[src/rtl/pipe_ctrl_if.sv]
// Stall/flush controller bus: per-stage stall requests and writeback exception info in;
// stall vector, flush and the fetch redirect handshake out.
interface pipe_ctrl_if;
   logic        stallreq_if;
   logic        stallreq_id;
   logic        stallreq_ex;
   logic        stallreq_mem;
   logic [31:0] excepttype_i;
   logic [31:0] cp0_epc_i;
   logic        new_pc_ready;
   logic [7:0]  stall;
   logic        flush;
   logic [31:0] new_pc;
   logic        new_pc_valid;

   modport master (
      input  stallreq_if, stallreq_id, stallreq_ex, stallreq_mem,
      input  excepttype_i, cp0_epc_i, new_pc_ready,
      output stall, flush, new_pc, new_pc_valid
   );

   modport slave (
      output stallreq_if, stallreq_id, stallreq_ex, stallreq_mem,
      output excepttype_i, cp0_epc_i, new_pc_ready,
      input  stall, flush, new_pc, new_pc_valid
   );
endinterface

[src/rtl/pipe_ctrl.sv]
// Pipeline stall/flush controller: merges stage stall requests into a nested stall vector and
// turns a writeback exception into a one-cycle flush plus a valid/ready fetch redirect.
module pipe_ctrl (
   input logic        clk,
   input logic        rst,
   pipe_ctrl_if.master bus
);
   localparam int unsigned StallBus  = 8;
   localparam logic [31:0] ExcEret   = 32'h0000_000e;
   localparam logic [31:0] ExcVector = 32'hBFC0_0380;

   typedef enum logic [0:0] {StRun, StRedir} state_e;

   state_e                state_q, state_d;
   logic [31:0]           new_pc_q, new_pc_d;
   logic [StallBus-1:0]   stall;
   logic                  flush;
   logic                  new_pc_valid;

   always_ff @(posedge clk or posedge rst) begin
      if (rst) begin
         state_q  <= StRun;
         new_pc_q <= 32'h0;
      end else begin
         state_q  <= state_d;
         new_pc_q <= new_pc_d;
      end
   end

   always_comb begin
      state_d      = state_q;
      new_pc_d     = new_pc_q;
      stall        = '0;
      flush        = 1'b0;
      new_pc_valid = 1'b0;
      unique case (state_q)
         StRun: begin
            if (bus.excepttype_i != 32'h0) begin
               // Flush overrides every stall request; stall stays zero this cycle.
               flush    = 1'b1;
               new_pc_d = (bus.excepttype_i == ExcEret) ? bus.cp0_epc_i : ExcVector;
               state_d  = StRedir;
            end else if (bus.stallreq_mem) begin
               stall = 8'b0111_1111;
            end else if (bus.stallreq_ex) begin
               stall = 8'b0001_1111;
            end else if (bus.stallreq_id) begin
               stall = 8'b0000_1111;
            end else if (bus.stallreq_if) begin
               stall = 8'b0000_0111;
            end
         end
         StRedir: begin
            new_pc_valid = 1'b1;
            stall        = 8'b0000_0011;
            if (bus.new_pc_ready) begin
               state_d = StRun;
            end
         end
         default: state_d = StRun;
      endcase
   end

   assign bus.stall        = stall;
   assign bus.flush        = flush;
   assign bus.new_pc       = new_pc_q;
   assign bus.new_pc_valid = new_pc_valid;
endmodule

[src/flat_wrapper.sv]
// flat-port wrapper written by rule: the top's interface ports become plain ports
module pipe_ctrl_flat 
  (clk, rst, bus_stallreq_if, bus_stallreq_id, bus_stallreq_ex, bus_stallreq_mem, bus_excepttype_i, bus_cp0_epc_i, bus_new_pc_ready, bus_stall, bus_flush, bus_new_pc, bus_new_pc_valid);
  pipe_ctrl_if bus_i ();
  input logic clk;
  input logic rst;
  input wire logic [$bits(bus_i.stallreq_if)-1:0] bus_stallreq_if;
  input wire logic [$bits(bus_i.stallreq_id)-1:0] bus_stallreq_id;
  input wire logic [$bits(bus_i.stallreq_ex)-1:0] bus_stallreq_ex;
  input wire logic [$bits(bus_i.stallreq_mem)-1:0] bus_stallreq_mem;
  input wire logic [$bits(bus_i.excepttype_i)-1:0] bus_excepttype_i;
  input wire logic [$bits(bus_i.cp0_epc_i)-1:0] bus_cp0_epc_i;
  input wire logic [$bits(bus_i.new_pc_ready)-1:0] bus_new_pc_ready;
  output wire logic [$bits(bus_i.stall)-1:0] bus_stall;
  output wire logic [$bits(bus_i.flush)-1:0] bus_flush;
  output wire logic [$bits(bus_i.new_pc)-1:0] bus_new_pc;
  output wire logic [$bits(bus_i.new_pc_valid)-1:0] bus_new_pc_valid;
  assign bus_i.stallreq_if = bus_stallreq_if;
  assign bus_i.stallreq_id = bus_stallreq_id;
  assign bus_i.stallreq_ex = bus_stallreq_ex;
  assign bus_i.stallreq_mem = bus_stallreq_mem;
  assign bus_i.excepttype_i = bus_excepttype_i;
  assign bus_i.cp0_epc_i = bus_cp0_epc_i;
  assign bus_i.new_pc_ready = bus_new_pc_ready;
  assign bus_stall = bus_i.stall;
  assign bus_flush = bus_i.flush;
  assign bus_new_pc = bus_i.new_pc;
  assign bus_new_pc_valid = bus_i.new_pc_valid;
  pipe_ctrl u_core (.clk(clk), .rst(rst), .bus(bus_i));
endmodule
[config.mk]
export PLATFORM = sky130hd
export DESIGN_NAME = pipe_ctrl_flat
export DESIGN_NICKNAME = d
export VERILOG_FILES = /design/src/rtl/pipe_ctrl_if.sv /design/src/rtl/pipe_ctrl.sv /design/src/flat_wrapper.sv
export SDC_FILE = /design/constraint.sdc
export NUM_CORES = 1
export LEC_CHECK = 0
export CORE_ASPECT_RATIO = 0.5
export CORE_MARGIN = 2
export CORE_UTILIZATION = 35
export DETAILED_ROUTE_END_ITERATION = 10
export GPL_ROUTABILITY_DRIVEN = 0
export HOLD_SLACK_MARGIN = 0.02
export PLACE_DENSITY = 0.86
export SYNTH_ARGS = -nofsm -noshare
export SYNTH_HDL_FRONTEND = slang
export SYNTH_SLANG_ARGS = --single-unit
[constraint.sdc]
create_clock -name clk -period 2.2 [get_ports clk]
set_input_delay 0.22 -clock clk [delete_from_list [all_inputs] [get_ports clk]]
set_output_delay 0.22 -clock clk [all_outputs]
set_load 0.05 [all_outputs]
==> run metrics <==
Setup TNS Final=0 ps; Vias=1438; io pins=113; worst skew pair latency=290 ps; drt first-iter violations=83; worst setup path class=input port to primary output; syn_nets=174; CTS Buf Count=5; die height=48.26 um; commonest non-fill, non-tap cell in the layout=clkdlybuf4s50_1; worst slew pin tran=526.7 ps; core box area=0.003824 mm^2; outcome=completed; ant diodes=0; vias per std cell=5.117; Design Area, Final=0.002944 mm^2; post-DP HPWL=3.642 mm; endpoints failing hold=0; Layout Skew=2.983 ps; Routed Antenna Nets=0; WP buf/inv=4; max-cap violations=0; Synth Area per Inst=13.31 um^2; Final Core Density=77.00%; Max Fclk=0.4627 GHz; DP Worst Slack=-177.3 ps; die area=0.004465 mm^2; Synth Warn #=0; Hold Path Class=input port to asynchronous set/reset pin; dpl cell area=0.002634 mm^2; Top Family by Delay on Critical Path=buffers and inverters; Die W=92.52 um; final critical-path required period=2161 ps; largest net degree at the start of global routing=34; Crit. End Element=primary output; Starting Density=35.86%; most frequent cells in the layout=80 x clkdlybuf4s50_1, 33 x dfrtp_1, 20 x a22o_1; Seq/Total Area, Yosys=60.22%; VDD IR max=0.3676 mV; Clk pin slew, worst setup/hold paths=70 ps; Crit Path Max Fanout=2; # clock sinks=33; CTS tree=done; number of global-route vias before repair=1430; Leak=0.001268 uW; CP cell instances=dlygate4sd2_1 > nor4_4 > nand4_1 > buf_6 > o41ai_4 > buf_4 > buf_12; Worst EP arrival=1940 ps; Setup Viol. Count Final=0; root buffer cell=clkbuf_8; Nets=297; Synth Instances=103; final wirelength=5.517 mm; Synth cell types=26; drc violations=0; initial antenna violation count=0; register bit total from synthesis=33; drt first pass iters=4; clock tree buffer depth=2; period utilization=98.24%; Slowest Stage Delay on Critical Path=320 ps; H-tree Lvls=2; PwrDens=522.9 mW/mm^2; Post-Syn Area=0.001371 mm^2; relative slew slack=64.78%; Max Slew Vio Count=0; GRT Total Usage=24.27%; gr ovfl total=0; startpoint types=input port; Buffers on Ports=111; area grow syn2layout=114.7%; first-pass GRT wire length=7.817 mm; final worst slack=38.66 ps; Avg WL per Cell=19.63 um; share of cells above drive strength 1=20.26%; Critical Path RT=1980 ps; hold_buf cts=0; Cell Rows=16; CP max stage cell=o41ai_4
==> worst min-delay path: cells and delay by family <==
kind | cells | cell delay (ps)
buffers and inverters | 3 | 830
==> routing by layer <==
layer | GRT usage (%) | share of wire, % | vias up
met5 | 0 | 0 | -
li1 | - | - | 648
met4 | 9.552 | 1.5 | 0
met2 | 46.72 | 52 | 44
met3 | 4.791 | 3.2 | 12
met1 | 28.63 | 44 | 734
==> cells by family after synthesis <==
logic type             share of synthesized area [%]
DFF                                            60.22
buffers and inverters                          4.836
other                                         0.2735
AOI/OAI and AO/OA                              23.54
and+or+nand+nor                                11.13
==> final timing paths <==
check | cells past startpoint | slack [ps] | from | to
setup / recovery | 7 | 40 | bus_excepttype_i[10] | bus_stall[0]
hold / removal | 3 | 330 | rst | u_core.bus.new_pc[5]$_DFFE_PP0P_
setup reg to reg | 4 | 500 | u_core.state_q$_DFF_PP0_ | u_core.bus.new_pc[28]$_DFFE_PP0P_
hold reg to reg | 1 | 510 | u_core.bus.new_pc[19]$_DFFE_PP0P_ | u_core.bus.new_pc[19]$_DFFE_PP0P_
max in group asynchronous | 3 | 1560 | rst | u_core.bus.new_pc[23]$_DFFE_PP0P_
min in group clk | 2 | 490 | bus_new_pc_ready | u_core.state_q$_DFF_PP0_
==> stage by stage <==
stage	hold WS (ps)	power, uW	std cells
final	331.0	1539	281
after floorplan	310.7	681.8	103
after global placement	487.2	830.4	266
after CTS	347.5	1521	279
after detailed placement	497.7	833.8	266
after global routing	394.1	1571	281
==> where the power goes <==
part           switching [uW]  internal (uW)  total [uW]
Combinational             102            132         234
Sequential               2.19            607         610
Clock                     245            450         696
==> registers in the layout, summed over array words and instances, names as in the netlist <==
name and cells:
u_core.bus.new_pc 32, u_core.state_q 1
==> cell usage after synthesis, drive strengths merged <==
| cell type | number | area, um^2 |
|---|---|---|
| dfrtp | 33 | 825.8 |
| a22o | 20 | 175.2 |
| o22a | 12 | 105.1 |
| nor4 | 8 | 75.07 |
| buf | 6 | 43.79 |
| and4 | 3 | 26.28 |
| clkbuf | 3 | 11.26 |
| inv | 3 | 11.26 |
| nand4 | 2 | 12.51 |
| a21oi | 1 | 5.000 |
| and2 | 1 | 6.260 |
| and3 | 1 | 6.260 |
| conb | 1 | 3.750 |
| nand3 | 1 | 5.000 |
| nor2 | 1 | 3.750 |
| nor2b | 1 | 6.260 |
| nor3 | 1 | 5.000 |
| o21a | 1 | 7.510 |
| o31a | 1 | 8.760 |
| o31ai | 1 | 12.51 |
| o41ai | 1 | 8.760 |
| or3 | 1 | 6.260 |
==> area by class of cell <==
type	count	area (um^2)
inverter	3	11.26
clock inverter	3	65.06
tap	54	67.56
multi-input combinational	58	615.6
clock buffer	5	68.82
timing repair buffer	125	1290
fill	202	879.6
sequential	33	825.8
==> timing repair <==
action                                  in CTS  in global routing
endpoints found under the setup margin       8                  8
setup buffers                                5                  2
gates resized for setup                     31                 16
pin swaps                                   10                 11
Power figures use the tool's default switching activity.
